## config.mk

```make
export PLATFORM = sky130hd
export DESIGN_NAME = calc_seq_ctrl
export DESIGN_NICKNAME = d
export VERILOG_FILES = /design/src/rtl/calc_seq_ctrl.sv
export SDC_FILE = /design/constraint.sdc
export NUM_CORES = 1
export LEC_CHECK = 0
export ABC_AREA = 0
export CELL_PAD_IN_SITES_DETAIL_PLACEMENT = 1
export CELL_PAD_IN_SITES_GLOBAL_PLACEMENT = 1
export CORE_UTILIZATION = 42
export CTS_BUF_LIST = sky130_fd_sc_hd__clkbuf_4 sky130_fd_sc_hd__clkbuf_8
export DETAILED_ROUTE_END_ITERATION = 7
export GPL_TIMING_DRIVEN = 0
export PLACE_DENSITY = 0.9
export SLEW_MARGIN = 40
export SYNTH_ARGS = -nofsm -noshare
export SYNTH_HDL_FRONTEND = slang
export SYNTH_SLANG_ARGS = --single-unit
```

## constraint.sdc

```tcl
create_clock -name clk -period 5.4 [get_ports clk]
set_input_delay 1.08 -clock clk [delete_from_list [all_inputs] [get_ports clk]]
set_output_delay 1.08 -clock clk [all_outputs]
set_load 0.05 [all_outputs]
```

## src/rtl/calc_seq_ctrl.sv

```systemverilog
// Calculator sequencer: assembles two BCD operands from key strobes, runs the ALU, shows result.
// Optional CALC_CHAIN_EN: an operator key in SHOW chains the displayed result into a new operation.
module calc_seq_ctrl #(
  parameter int unsigned ALU_LAT = 2,
  parameter int unsigned NDIG    = 4
) (
  input  logic              clk,
  input  logic              resetn,
  input  logic              key_vld,
  input  logic [3:0]        key_code,
  input  logic [4*NDIG-1:0] alu_res,
  output logic [4*NDIG-1:0] alu_num1,
  output logic [4*NDIG-1:0] alu_num2,
  output logic [3:0]        alu_op,
  output logic              alu_start,
  output logic [4*NDIG-1:0] disp,
  output logic              busy,
  output logic              res_vld
);

  localparam int unsigned W    = 4 * NDIG;
  localparam int unsigned CntW = $clog2(NDIG + 1);
  localparam logic [3:0]  LatLoad = 4'(ALU_LAT - 1);

  typedef enum logic [2:0] {StEntA, StOpSel, StEntB, StExec, StShow} state_t;

  state_t          state;
  logic [CntW-1:0] cnt;
  logic [3:0]      lat_cnt;

  logic            key_digit, key_op, key_eq, key_clr, cnt_room;
  logic [W-1:0]    digit_val, num1_shift, num2_shift;

  always_comb begin
    key_digit  = key_vld && (key_code <= 4'h9);
    key_op     = key_vld && (key_code >= 4'hA) && (key_code <= 4'hD);
    key_eq     = key_vld && (key_code == 4'hE);
    key_clr    = key_vld && (key_code == 4'hF);
    cnt_room   = cnt < CntW'(NDIG);
    digit_val  = {{(W-4){1'b0}}, key_code};
    num1_shift = {alu_num1[W-5:0], key_code};
    num2_shift = {alu_num2[W-5:0], key_code};
  end

  always_ff @(posedge clk or negedge resetn) begin
    if (!resetn) begin
      state     <= StEntA;
      cnt       <= '0;
      lat_cnt   <= '0;
      alu_num1  <= '0;
      alu_num2  <= '0;
      alu_op    <= '0;
      alu_start <= 1'b0;
      disp      <= '0;
      busy      <= 1'b0;
      res_vld   <= 1'b0;
    end else begin
      alu_start <= 1'b0;
      res_vld   <= 1'b0;
      if (key_clr) begin
        // Clear wins over everything, including a result about to be captured.
        state    <= StEntA;
        cnt      <= '0;
        lat_cnt  <= '0;
        alu_num1 <= '0;
        alu_num2 <= '0;
        alu_op   <= '0;
        disp     <= '0;
        busy     <= 1'b0;
      end else begin
        unique case (state)
          StEntA: begin
            if (key_digit) begin
              if (cnt_room) begin
                alu_num1 <= num1_shift;
                disp     <= num1_shift;
                cnt      <= cnt + CntW'(1);
              end
            end else if (key_op) begin
              alu_op <= key_code;
              cnt    <= '0;
              state  <= StOpSel;
            end
          end
          StOpSel: begin
            if (key_op) begin
              alu_op <= key_code;
            end else if (key_digit) begin
              alu_num2 <= digit_val;
              disp     <= digit_val;
              cnt      <= CntW'(1);
              state    <= StEntB;
            end else if (key_eq) begin
              alu_num2  <= '0;
              state     <= StExec;
              alu_start <= 1'b1;
              busy      <= 1'b1;
              lat_cnt   <= LatLoad;
            end
          end
          StEntB: begin
            if (key_digit) begin
              if (cnt_room) begin
                alu_num2 <= num2_shift;
                disp     <= num2_shift;
                cnt      <= cnt + CntW'(1);
              end
            end else if (key_eq) begin
              state     <= StExec;
              alu_start <= 1'b1;
              busy      <= 1'b1;
              lat_cnt   <= LatLoad;
            end
          end
          StExec: begin
            if (lat_cnt == 4'd0) begin
              disp    <= alu_res;
              res_vld <= 1'b1;
              busy    <= 1'b0;
              state   <= StShow;
            end else begin
              lat_cnt <= lat_cnt - 4'd1;
            end
          end
          StShow: begin
            if (key_digit) begin
              alu_num1 <= digit_val;
              alu_num2 <= '0;
              disp     <= digit_val;
              cnt      <= CntW'(1);
              state    <= StEntA;
            end
`ifdef CALC_CHAIN_EN
            else if (key_op) begin
              alu_num1 <= disp;
              alu_num2 <= '0;
              alu_op   <= key_code;
              cnt      <= '0;
              state    <= StOpSel;
            end
`endif
          end
          default: state <= StEntA;
        endcase
      end
    end
  end

endmodule

```

==> flow_summary_export.csv, run 1 <==
group,metric,value,unit
final_layout,instances_no_fill,550,
logic_synthesis,synthesis.area,3430,µm²
pwr,power_density,706,nW/µm²
logic_synthesis,yosysTopAreaCell,"dfrtp_1",
clock_network,htree_levels,3,
final_layout,drive_gt1_share,11.4,%
final_layout,final_common_cell,"clkdlybuf4s50_1",
clock_network,cts_tree,"built",
sta,period_needed,3.23,ns
critical_path,path_depth,7,
critical_path,slowest_delay,0.55,ns
die,die_y,92.3,µm
clock_network,cts_buffers,9,
logic_synthesis,syn_nets,384,
die,die-area,8520,µm²
hold_path,min_from,"alu_num1[13]$_DFFE_PN0P_",
pwr,pwr-share-comb,57.1,%
die,std_cell_rows,32,
sta,clock_skew,0.00643,ns
sta,hold_viol,0,
logic_synthesis,synthFlopType,"dfrtp_1",
pwr,power_frac_clock,16.3,%
sta,slew_violations,0,
final_layout,num-nets-final,469,
grt,grt_max_degree,35,
pwr,netSwitchingFraction,49.1,%
placed_design,dp.cells,534,
critical_path,worst-path-buf-inv,2,
logic_synthesis,synthCells,358,
logic_synthesis,yosysWarnings,0,
outcome,run_status,"finished clean",
die,io_pins,78,
clock_network,ctsRootBufferMaster,"clkbuf_8",
logic_synthesis,ys_ff_latch,65,
detailed_routing,drc,0,
critical_path,endpoint_kind,"register",
die,start_util,43.9,%
detailed_routing,first_pass_iters,4,
clock_network,clkLatencyLatePin,0.36,ns
critical_path,reg2reg_depth,9,
clock_network,cts_setup_buffers,0,
detailed_routing,vias,3295,
pwr,leakage,0.00198,µW
sta,finalSetupViolCount,0,
pwr,seqPwrFrac,26.6,%
critical_path,arrival,3.47,ns
critical_path,cp_cell_sequence,"clkdlybuf4s50_1 > and4_1 > a21oi_1 > a32oi_2 > o21ai_2 > buf_6 > mux2_4",
pwr,internal_power,1630,µW
sta,setup-tns-final,0,ns
logic_synthesis,synth-seq-area-share,47.5,%
pwr,p_sw,1570,µW
final_layout,layout_common_cells,"72 x clkdlybuf4s50_1, 65 x dfrtp_1, 47 x nand2_1",
pwr,ir_worst_vdd,0.290,mV
grt,grt_pass1_wl,18800,µm
logic_synthesis,syn_area_per_cell,9.57,µm²
critical_path,r2r_end,"disp[14]$_DFFE_PN0P_",
clock_network,clk_pin_slew,0.08,ns
detailed_routing,drtIter0Drc,182,
critical_path,critical_path_class,"in2reg",
run,drv_cap,0,
final_layout,diodes,0,
sta,tightest_slew,0.634,ns
critical_path,cp-startpoint,"key_vld",
logic_synthesis,async_reset_ff_share,100,%
clock_network,cts_buffer_depth,2,
hold_path,hold_class,"reg2reg",
detailed_routing,drt-vias-per-instance,5.99,
logic_synthesis,synth-edff-count,0,
placed_design,io_buffers,73,
critical_path,worstSetupEndpoint,"disp[14]$_DFFE_PN0P_",
grt,grt_usage,29.4,%
sta,grt_setup_unrepaired,"false",
final_layout,nFillCells,891,
logic_synthesis,synthTopCellsByArea,"dfrtp_1 47%, nand2_1 5.1%, a22o_1 4.1%, o21ai_0 3.5%, a21oi_1 3.4%",
placed_design,place_congestion,1.00,
detailed_routing,ant_nets,0,
critical_path,rrSetupSlack,2.87,ns
detailed_routing,finalWirelength,11800,µm
clock_network,clkSinkCount,65,
detailed_routing,wl_per_cell,21.4,µm
critical_path,required,5.64,ns
placed_design,dpl.hpwl,8520,µm
sta,period_share,59.7,%
final_layout,syn2layout_area_growth,32.7,%
logic_synthesis,synth_top_area_share,47.5,%
clock_network,cts_resized,0,
critical_path,start_kind,"primary input",
critical_path,cp_max_fo,10,
clock_network,hold_buffers,0,
critical_path,r2r-start,"lat_cnt[0]$_DFFE_PN0P_",
grt,grt-ovfl-total,0,
die,die_w,92.3,µm
sta,max_freq,310,MHz
sta,slew_headroom,57.6,%
grt,antenna_found_initial,0,
die,coreArea,7810,µm²
logic_synthesis,ys_types,54,
grt,grt_pass1_vias,3415,
critical_path,cp_slowest_cell,"a21oi_1",
critical_path,critPathTopFamily,"compound AO/OA/AOI/OAI gates",
layout make-up:
type	count	area (µm²)	area share, %
plain buffers	28	125	2.75
repair buffers	74	748	16.5
multi-input cells	254	1630	35.9
inverters	11	41.3	0.909
well taps	102	128	2.81
clock inverters	5	104	2.29
clock buffers	11	139	3.06
flip-flops and latches	65	1630	35.8
synth_stat cells, types with 7 or more instances:
cell type / instances
dfrtp_1: 65
nand2_1: 47
o21ai_0: 24
a21oi_1: 23
nand3_1: 19
a22o_1: 16
clkbuf_1: 16
nor2_1: 15
a22oi_1: 10
inv_1: 9
buf_2: 8
mux2i_1: 7
nand2b_1: 7
nor2b_1: 7
o221ai_1: 7
worst min-delay path, cell delays in order (launching register included):
cell and delay [ns]:
dfrtp_1 0.35, nand2_1 0.05, nand2_1 0.05
power by group through the flow:
stage	Sequential (µW)	Combinational, µW	Clock [µW]
after global placement	848	1760	0
after floorplan	1320	741	0
after detailed placement	857	1820	0
after CTS	849	1830	527
after global routing	871	1940	545
final	852	1830	523
cell families (layout without fill, tap and decap cells):
logic type / Yosys count / after routing / share of synthesized area [%]
AO/OA/AOI/OAI: 111 / 111 / 22.6
XOR/XNOR: 4 / 4 / 1.02
adder cells (fa/ha/maj): 3 / 3 / 1.10
buffers and inverters: 39 / 129 / 4.86
flip-flops: 65 / 65 / 47.5
multiplexers: 18 / 18 / 6.21
AND/OR/NAND/NOR: 118 / 118 / 16.7
flip-flops by register name, indices dropped and copies added, names as in the netlist:
register	count
alu_num1	16
alu_num2	16
disp	16
res_vld	1
alu_op	4
alu_start	1
busy	1
state	3
lat_cnt	4
cnt	3
how the worst min path moves through the flow:
stage,to,slack [ns],depth (start not counted)
global placement,alu_num1[13]$_DFFE_PN0P_,0.45,2
global route,alu_num1[13]$_DFFE_PN0P_,0.51,2
detailed placement,alu_num1[13]$_DFFE_PN0P_,0.46,2
floorplan,lat_cnt[1]$_DFFE_PN0P_,0.47,2
finish,alu_num1[13]$_DFFE_PN0P_,0.48,2
CTS,alu_num1[13]$_DFFE_PN0P_,0.48,2
routing by layer:
metal / routed length [µm] / track usage [%] / vias up
li1: - / - / 1468
met1: 5120 / 37.4 / 1666
met2: 5680 / 48.0 / 131
met3: 595 / 5.58 / 30
met4: 384 / 14.1 / 0
met5: 0 / 0 / -
per-stage QoR:
stage               total power [µW]  hold slack, ns  utilization, %  instance area [µm²]  setup WS, ns
finish                          3210           0.477            58.2                 4540          2.17
global route                    3360           0.507            58.2                 4540          2.06
CTS                             3210           0.479            58.2                 4540          2.22
detailed placement              2670           0.461            55.1                 4300          1.85
global placement                2600           0.452            54.9                 4280          1.10
floorplan                       2060           0.470               -                 3430          2.68
(Power assumes the default switching activity.)
==> run 2: changes to the inputs <==
--- a/config.mk
+++ b/config.mk
@@ -8,11 +8,11 @@
 export ABC_AREA = 0
 export CELL_PAD_IN_SITES_DETAIL_PLACEMENT = 1
 export CELL_PAD_IN_SITES_GLOBAL_PLACEMENT = 1
-export CORE_UTILIZATION = 42
+export CORE_UTILIZATION = 36
 export CTS_BUF_LIST = sky130_fd_sc_hd__clkbuf_4 sky130_fd_sc_hd__clkbuf_8
 export DETAILED_ROUTE_END_ITERATION = 7
 export GPL_TIMING_DRIVEN = 0
-export PLACE_DENSITY = 0.9
+export PLACE_DENSITY = 0.82
 export SLEW_MARGIN = 40
 export SYNTH_ARGS = -nofsm -noshare
 export SYNTH_HDL_FRONTEND = slang
==> constraint.sdc (replaced) <==
create_clock -name clk -period 2.7 [get_ports clk]
set_input_delay 0.54 -clock clk [delete_from_list [all_inputs] [get_ports clk]]
set_output_delay 0.54 -clock clk [all_outputs]
set_load 0.05 [all_outputs]
==> run 2 against run 1 <==
- routed wire length fell by 3.9%
- worst setup slack got worse by 2.1 ns
- global-route usage decreased by 5.1 points
- critical endpoint is now disp[12]$_DFFE_PN0P_
- largest power group unchanged
- highest routed layer unchanged
==> flow_summary_export.csv, run 2 (same netlist as run 1, synthesis figures left out) <==
group,metric,value,unit
final_layout,diodes,0,
critical_path,critical_path_class,"in2reg",
final_layout,drive_gt1_share,11.2,%
hold_path,hold_class,"in2async",
run,drv_cap,0,
clock_network,clk_pin_slew,0.08,ns
clock_network,cts_buffer_depth,2,
detailed_routing,drt-vias-per-instance,5.61,
grt,grt_usage,24.2,%
critical_path,cp_max_fo,10,
critical_path,endpoint_kind,"register",
grt,grt-ovfl-total,0,
clock_network,htree_levels,3,
grt,grt_max_degree,45,
clock_network,cts_tree,"built",
sta,clock_skew,0.0145,ns
die,die_w,99.6,µm
sta,grt_setup_unrepaired,"false",
pwr,ir_worst_vdd,0.575,mV
final_layout,num-nets-final,469,
placed_design,place_congestion,0.933,
final_layout,post-route-util,48.8,%
final_layout,reg_top3,"alu_num1: 16 flops, alu_num2: 16 flops, disp: 16 flops",
die,die-area,9910,µm²
grt,antenna_found_initial,0,
sta,slew_violations,0,
critical_path,arrival,2.81,ns
clock_network,clkLatencyLatePin,0.35,ns
die,start_util,37.1,%
grt,grt_pass1_vias,3390,
critical_path,required,2.92,ns
sta,slew_headroom,58.7,%
sta,period_needed,2.59,ns
die,io_pins,78,
critical_path,slowest_delay,0.55,ns
clock_network,cts_buffers,9,
detailed_routing,drtIter0Drc,214,
sta,max_freq,386,MHz
sta,tightest_slew,0.616,ns
detailed_routing,vias,3224,
placed_design,dp.cells,561,
critical_path,cp_cell_sequence,"clkdlybuf4s50_1 > and4bb_2 > nand2_1 > a2bb2oi_1 > o21ai_2 > buf_6 > mux2_4",
final_layout,layout_common_cells,"72 x clkdlybuf4s50_1, 65 x dfrtp_1, 47 x nand2_1",
clock_network,cts_setup_buffers,0,
detailed_routing,ant_nets,0,
sta,period_share,95.9,%
die,std_cell_rows,35,
clock_network,ctsRootBufferMaster,"clkbuf_8",
sta,hold_viol,0,
clock_network,clkSinkCount,65,
grt,grt_pass1_wl,18400,µm
pwr,power_density,1350,nW/µm²
critical_path,start_kind,"primary input",
final_layout,final_common_cell,"clkdlybuf4s50_1",
critical_path,cp_slowest_cell,"clkdlybuf4s50_1",
final_layout,syn2layout_area_growth,31.7,%
pwr,leakage,0.00194,µW
die,die_y,99.6,µm
detailed_routing,drc,0,
outcome,run_status,"finished clean",
detailed_routing,finalWirelength,11300,µm
clock_network,hold_buffers,0,
placed_design,dpl.hpwl,8300,µm
sta,finalSetupViolCount,0,
placed_design,io_buffers,73,
final_layout,instances_no_fill,575,
detailed_routing,first_pass_iters,4,
die,coreArea,9240,µm²
detailed_routing,wl_per_cell,19.7,µm
## run 2: stage by stage
step,setup TNS (ns),cell area [µm²],setup WS [ns],hold WS [ns],power (µW)
CTS,0,4500,0.0000315,0.0944,6100
floorplan,0,3430,0.502,0.244,4110
detailed placement,-6.13,4340,-0.352,0.459,5330
global route,0,4510,0.0217,0.105,6450
global placement,-77.67,4320,-1.08,0.453,5230
finish,0,4510,0.112,0.0844,6100
## run 2: path summary, 6_finish.rpt
path,from,end,slack (ns),depth (start not counted)
max,key_vld,disp[12]$_DFFE_PN0P_,0.11,7
min,resetn,alu_op[2]$_DFFE_PN0P_,0.08,1
max reg2reg,lat_cnt[0]$_DFFE_PN0P_,disp[12]$_DFFE_PN0P_,0.20,9
min reg2reg,alu_num1[15]$_DFFE_PN0P_,alu_num1[15]$_DFFE_PN0P_,0.48,2
max in group asynchronous,resetn,disp[12]$_DFFE_PN0P_,2.07,2
min in group clk,alu_num1[15]$_DFFE_PN0P_,alu_num1[15]$_DFFE_PN0P_,0.48,2
## run 2: report_power, final
group | internal (µW) | total (µW) | switching [µW] | leakage [µW]
combinational | 1300 | 3640 | 2350 | 0.00101
clock | 370 | 760 | 390 | 0.0000871
sequential | 1340 | 1690 | 356 | 0.000846
## run 2: layout make-up
type	instances	area, µm²
fill	1071	4730
multi-input combinational	254	1640
sequential	65	1630
timing repair buffer	74	748
tap	129	161
clock buffer	11	151
buffer	28	125
inverter	11	41.3
clock inverter	3	17.5
## run 2: worst max-delay path, delay by kind of cell
family	cells	cell delay (ns)
buffers and inverters	2	0.80
AOI/OAI and AO/OA	2	0.69
and+or+nand+nor	2	0.48
muxes	1	0.30
## run 2: layer usage
layer | share of wire [%] | GRT usage, %
met5 | 0 | 0
met4 | 1.6 | 8.14
met3 | 5.7 | 4.78
met2 | 47 | 39.3
met1 | 46 | 32.4
## run 2: timing repair
item                                    CTS  global route
endpoints found under the setup margin    0             7
gates resized for setup                   0             3
endpoints found under the hold margin     0             0
==> run 3: changes to the inputs <==
--- a/config.mk
+++ b/config.mk
@@ -13,6 +13,7 @@
 export DETAILED_ROUTE_END_ITERATION = 7
 export GPL_TIMING_DRIVEN = 0
 export PLACE_DENSITY = 0.82
+export REMOVE_ABC_BUFFERS = 1
 export SLEW_MARGIN = 40
 export SYNTH_ARGS = -nofsm -noshare
 export SYNTH_HDL_FRONTEND = slang
==> run 3 against run 2 <==
- first-iteration DRC count is 21% lower
- worst setup slack better by 0.0017 ns
- critical endpoint is now disp[9]$_DFFE_PN0P_
- global-route usage is 0.42 points lower
- final area is 2.2% higher
- sequential cell count stayed put
- routed wire length is 1.2% lower
- clock power is 14% higher
- clock-buffer cell count is 1 higher
- clock skew is 0.0045 ns lower
==> flow_summary_export.csv, run 3 (same netlist as run 1, synthesis figures left out) <==
group,metric,value,unit
outcome,run_status,"finished clean",
final_layout,multi_input_area,1700,µm²
die,coreArea,9240,µm²
sta,grt_setup_unrepaired,"false",
clock_network,cts_buffer_depth,2,
critical_path,cp_cell_sequence,"clkdlybuf4s50_1 > and4_1 > a21oi_4 > a32oi_2 > o21ai_4 > buf_12 > mux2_2",
grt,antenna_found_initial,0,
sta,tightest_slew,0.600,ns
sta,period_share,95.8,%
sta,hold_slack,0.0817,ns
critical_path,endpoint_kind,"register",
die,die-area,9910,µm²
sta,slew_violations,0,
detailed_routing,drc,0,
grt,grt_pass1_wl,18000,µm
clock_network,clkLatencyLatePin,0.36,ns
placed_design,io_buffers,77,
clock_network,hold_buffers,0,
final_layout,diodes,0,
critical_path,required,2.94,ns
detailed_routing,drtIter0Drc,169,
clock_network,clk_pin_slew,0.07,ns
sta,hold_viol,0,
final_layout,final_cell_area,4610,µm²
clock_network,clkSinkCount,65,
grt,grt-ovfl-total,0,
final_layout,post-route-util,49.9,%
placed_design,dpl.hpwl,7490,µm
critical_path,arrival,2.83,ns
placed_design,post_dp_cell_area,4280,µm²
final_layout,layout_common_cells,"75 x clkdlybuf4s50_1, 62 x dfrtp_1, 46 x nand2_1",
detailed_routing,first_pass_iters,4,
final_layout,final_common_cell,"clkdlybuf4s50_1",
die,die_w,99.6,µm
detailed_routing,wl_per_cell,19.9,µm
critical_path,cp_slowest_cell,"clkdlybuf4s50_1",
detailed_routing,finalWirelength,11200,µm
detailed_routing,drt-vias-per-instance,5.69,
run,drv_cap,0,
grt,grt_max_degree,45,
pwr,ir_worst_vdd,0.584,mV
die,die_y,99.6,µm
clock_network,cts_tree,"built",
clock_network,cts_buffers,9,
sta,max_freq,387,MHz
die,std_cell_rows,35,
clock_network,htree_levels,3,
final_layout,drive_gt1_share,13.7,%
die,io_pins,78,
final_layout,syn2layout_area_growth,34.6,%
die,start_util,37.1,%
critical_path,cp_max_fo,14,
placed_design,place_congestion,0.866,
critical_path,slowest_delay,0.64,ns
detailed_routing,vias,3191,
critical_path,start_kind,"primary input",
final_layout,num-nets-final,454,
final_layout,nFillCells,1037,
final_layout,reg_top3,"alu_num1: 16 flops, alu_num2: 16 flops, disp: 16 flops",
hold_path,hold_class,"in2async",
critical_path,critical_path_class,"in2reg",
pwr,power_density,1360,nW/µm²
sta,finalSetupViolCount,0,
placed_design,dp_slack,-0.690,ns
sta,slew_headroom,59.9,%
pwr,leakage,0.00197,µW
final_layout,regArea,1630,µm²
sta,clock_skew,0.0100,ns
grt,grt_pass1_vias,3451,
detailed_routing,ant_nets,0,
clock_network,ctsRootBufferMaster,"clkbuf_8",
sta,setup_slack,0.113,ns
sta,period_needed,2.59,ns
grt,grt_usage,23.8,%
## run 3: cell count changes in the layout (fill, tap and decap cells not counted), moves of 2 or more
cell | previous run | this run
clkbuf_1 | 16 | 0
buf_2 | 8 | 0
buf_4 | 1 | 8
clkdlybuf4s50_1 | 72 | 75
dfrtp_1 | 65 | 62
o21ai_4 | 0 | 3
a21oi_2 | 2 | 0
a21oi_4 | 0 | 2
clkbuf_2 | 2 | 0
dfrtp_2 | 0 | 2
o21ai_0 | 23 | 21
## run 3: path summary, 6_finish.rpt
| check | from | end | slack [ns] | depth (start not counted) |
|---|---|---|---|---|
| setup / recovery | key_vld | disp[9]$_DFFE_PN0P_ | 0.11 | 7 |
| hold / removal | resetn | alu_num2[14]$_DFFE_PN0P_ | 0.08 | 1 |
| setup reg to reg | state[2]$_DFFE_PN0P_ | disp[9]$_DFFE_PN0P_ | 0.29 | 6 |
| hold reg to reg | alu_num1[15]$_DFFE_PN0P_ | alu_num1[15]$_DFFE_PN0P_ | 0.48 | 2 |
| max in group asynchronous | resetn | state[0]$_DFFE_PN0P_ | 2.07 | 2 |
| min in group clk | alu_num1[15]$_DFFE_PN0P_ | alu_num1[15]$_DFFE_PN0P_ | 0.48 | 2 |
## run 3: per-layer routing
layer / vias to the layer above / track usage (%) / routed length, µm
li1: 1432 / - / -
met1: 1617 / 29.8 / 4830
met4: 0 / 10.5 / 212
met5: - / 0 / 0
met3: 21 / 4.71 / 608
met2: 121 / 40.0 / 5530
## run 3: report_power, final
group	total (µW)	internal [µW]	switching, µW
logic	3620	1350	2270
registers	1800	1340	457
clock network	869	479	389
## run 3: final cells by class
cell class	count	share of cell area, %
inverters	11	0.922
flip-flops and latches	65	35.4
clock inverters	3	0.868
well taps	129	3.50
repair buffers	87	19.0
clock buffers	12	3.45
multi-input cells	254	36.9
## run 3: what timing repair did
action,CTS,global route
setup endpoints to repair,35,36
resized for setup,4,9
endpoints found under the hold margin,0,0
setup buffers,3,5
pin swaps,2,2
## run 3: metrics by stage
stage | instances | TNS (ns) | power, µW
after floorplan | 330 | 0 | 4010
after global placement | 536 | -116.28 | 5090
after detailed placement | 538 | -18.79 | 5260
after CTS | 556 | 0 | 6250
after global routing | 561 | 0 | 6620
final | 561 | 0 | 6290
## run 3: worst max-delay path: cells and delay by family
| family | cells | cell delay, ns |
|---|---|---|
| muxes | 1 | 0.34 |
| buffers and inverters | 2 | 0.82 |
| AOI/OAI and AO/OA | 3 | 0.70 |
| and+or+nand+nor | 1 | 0.41 |
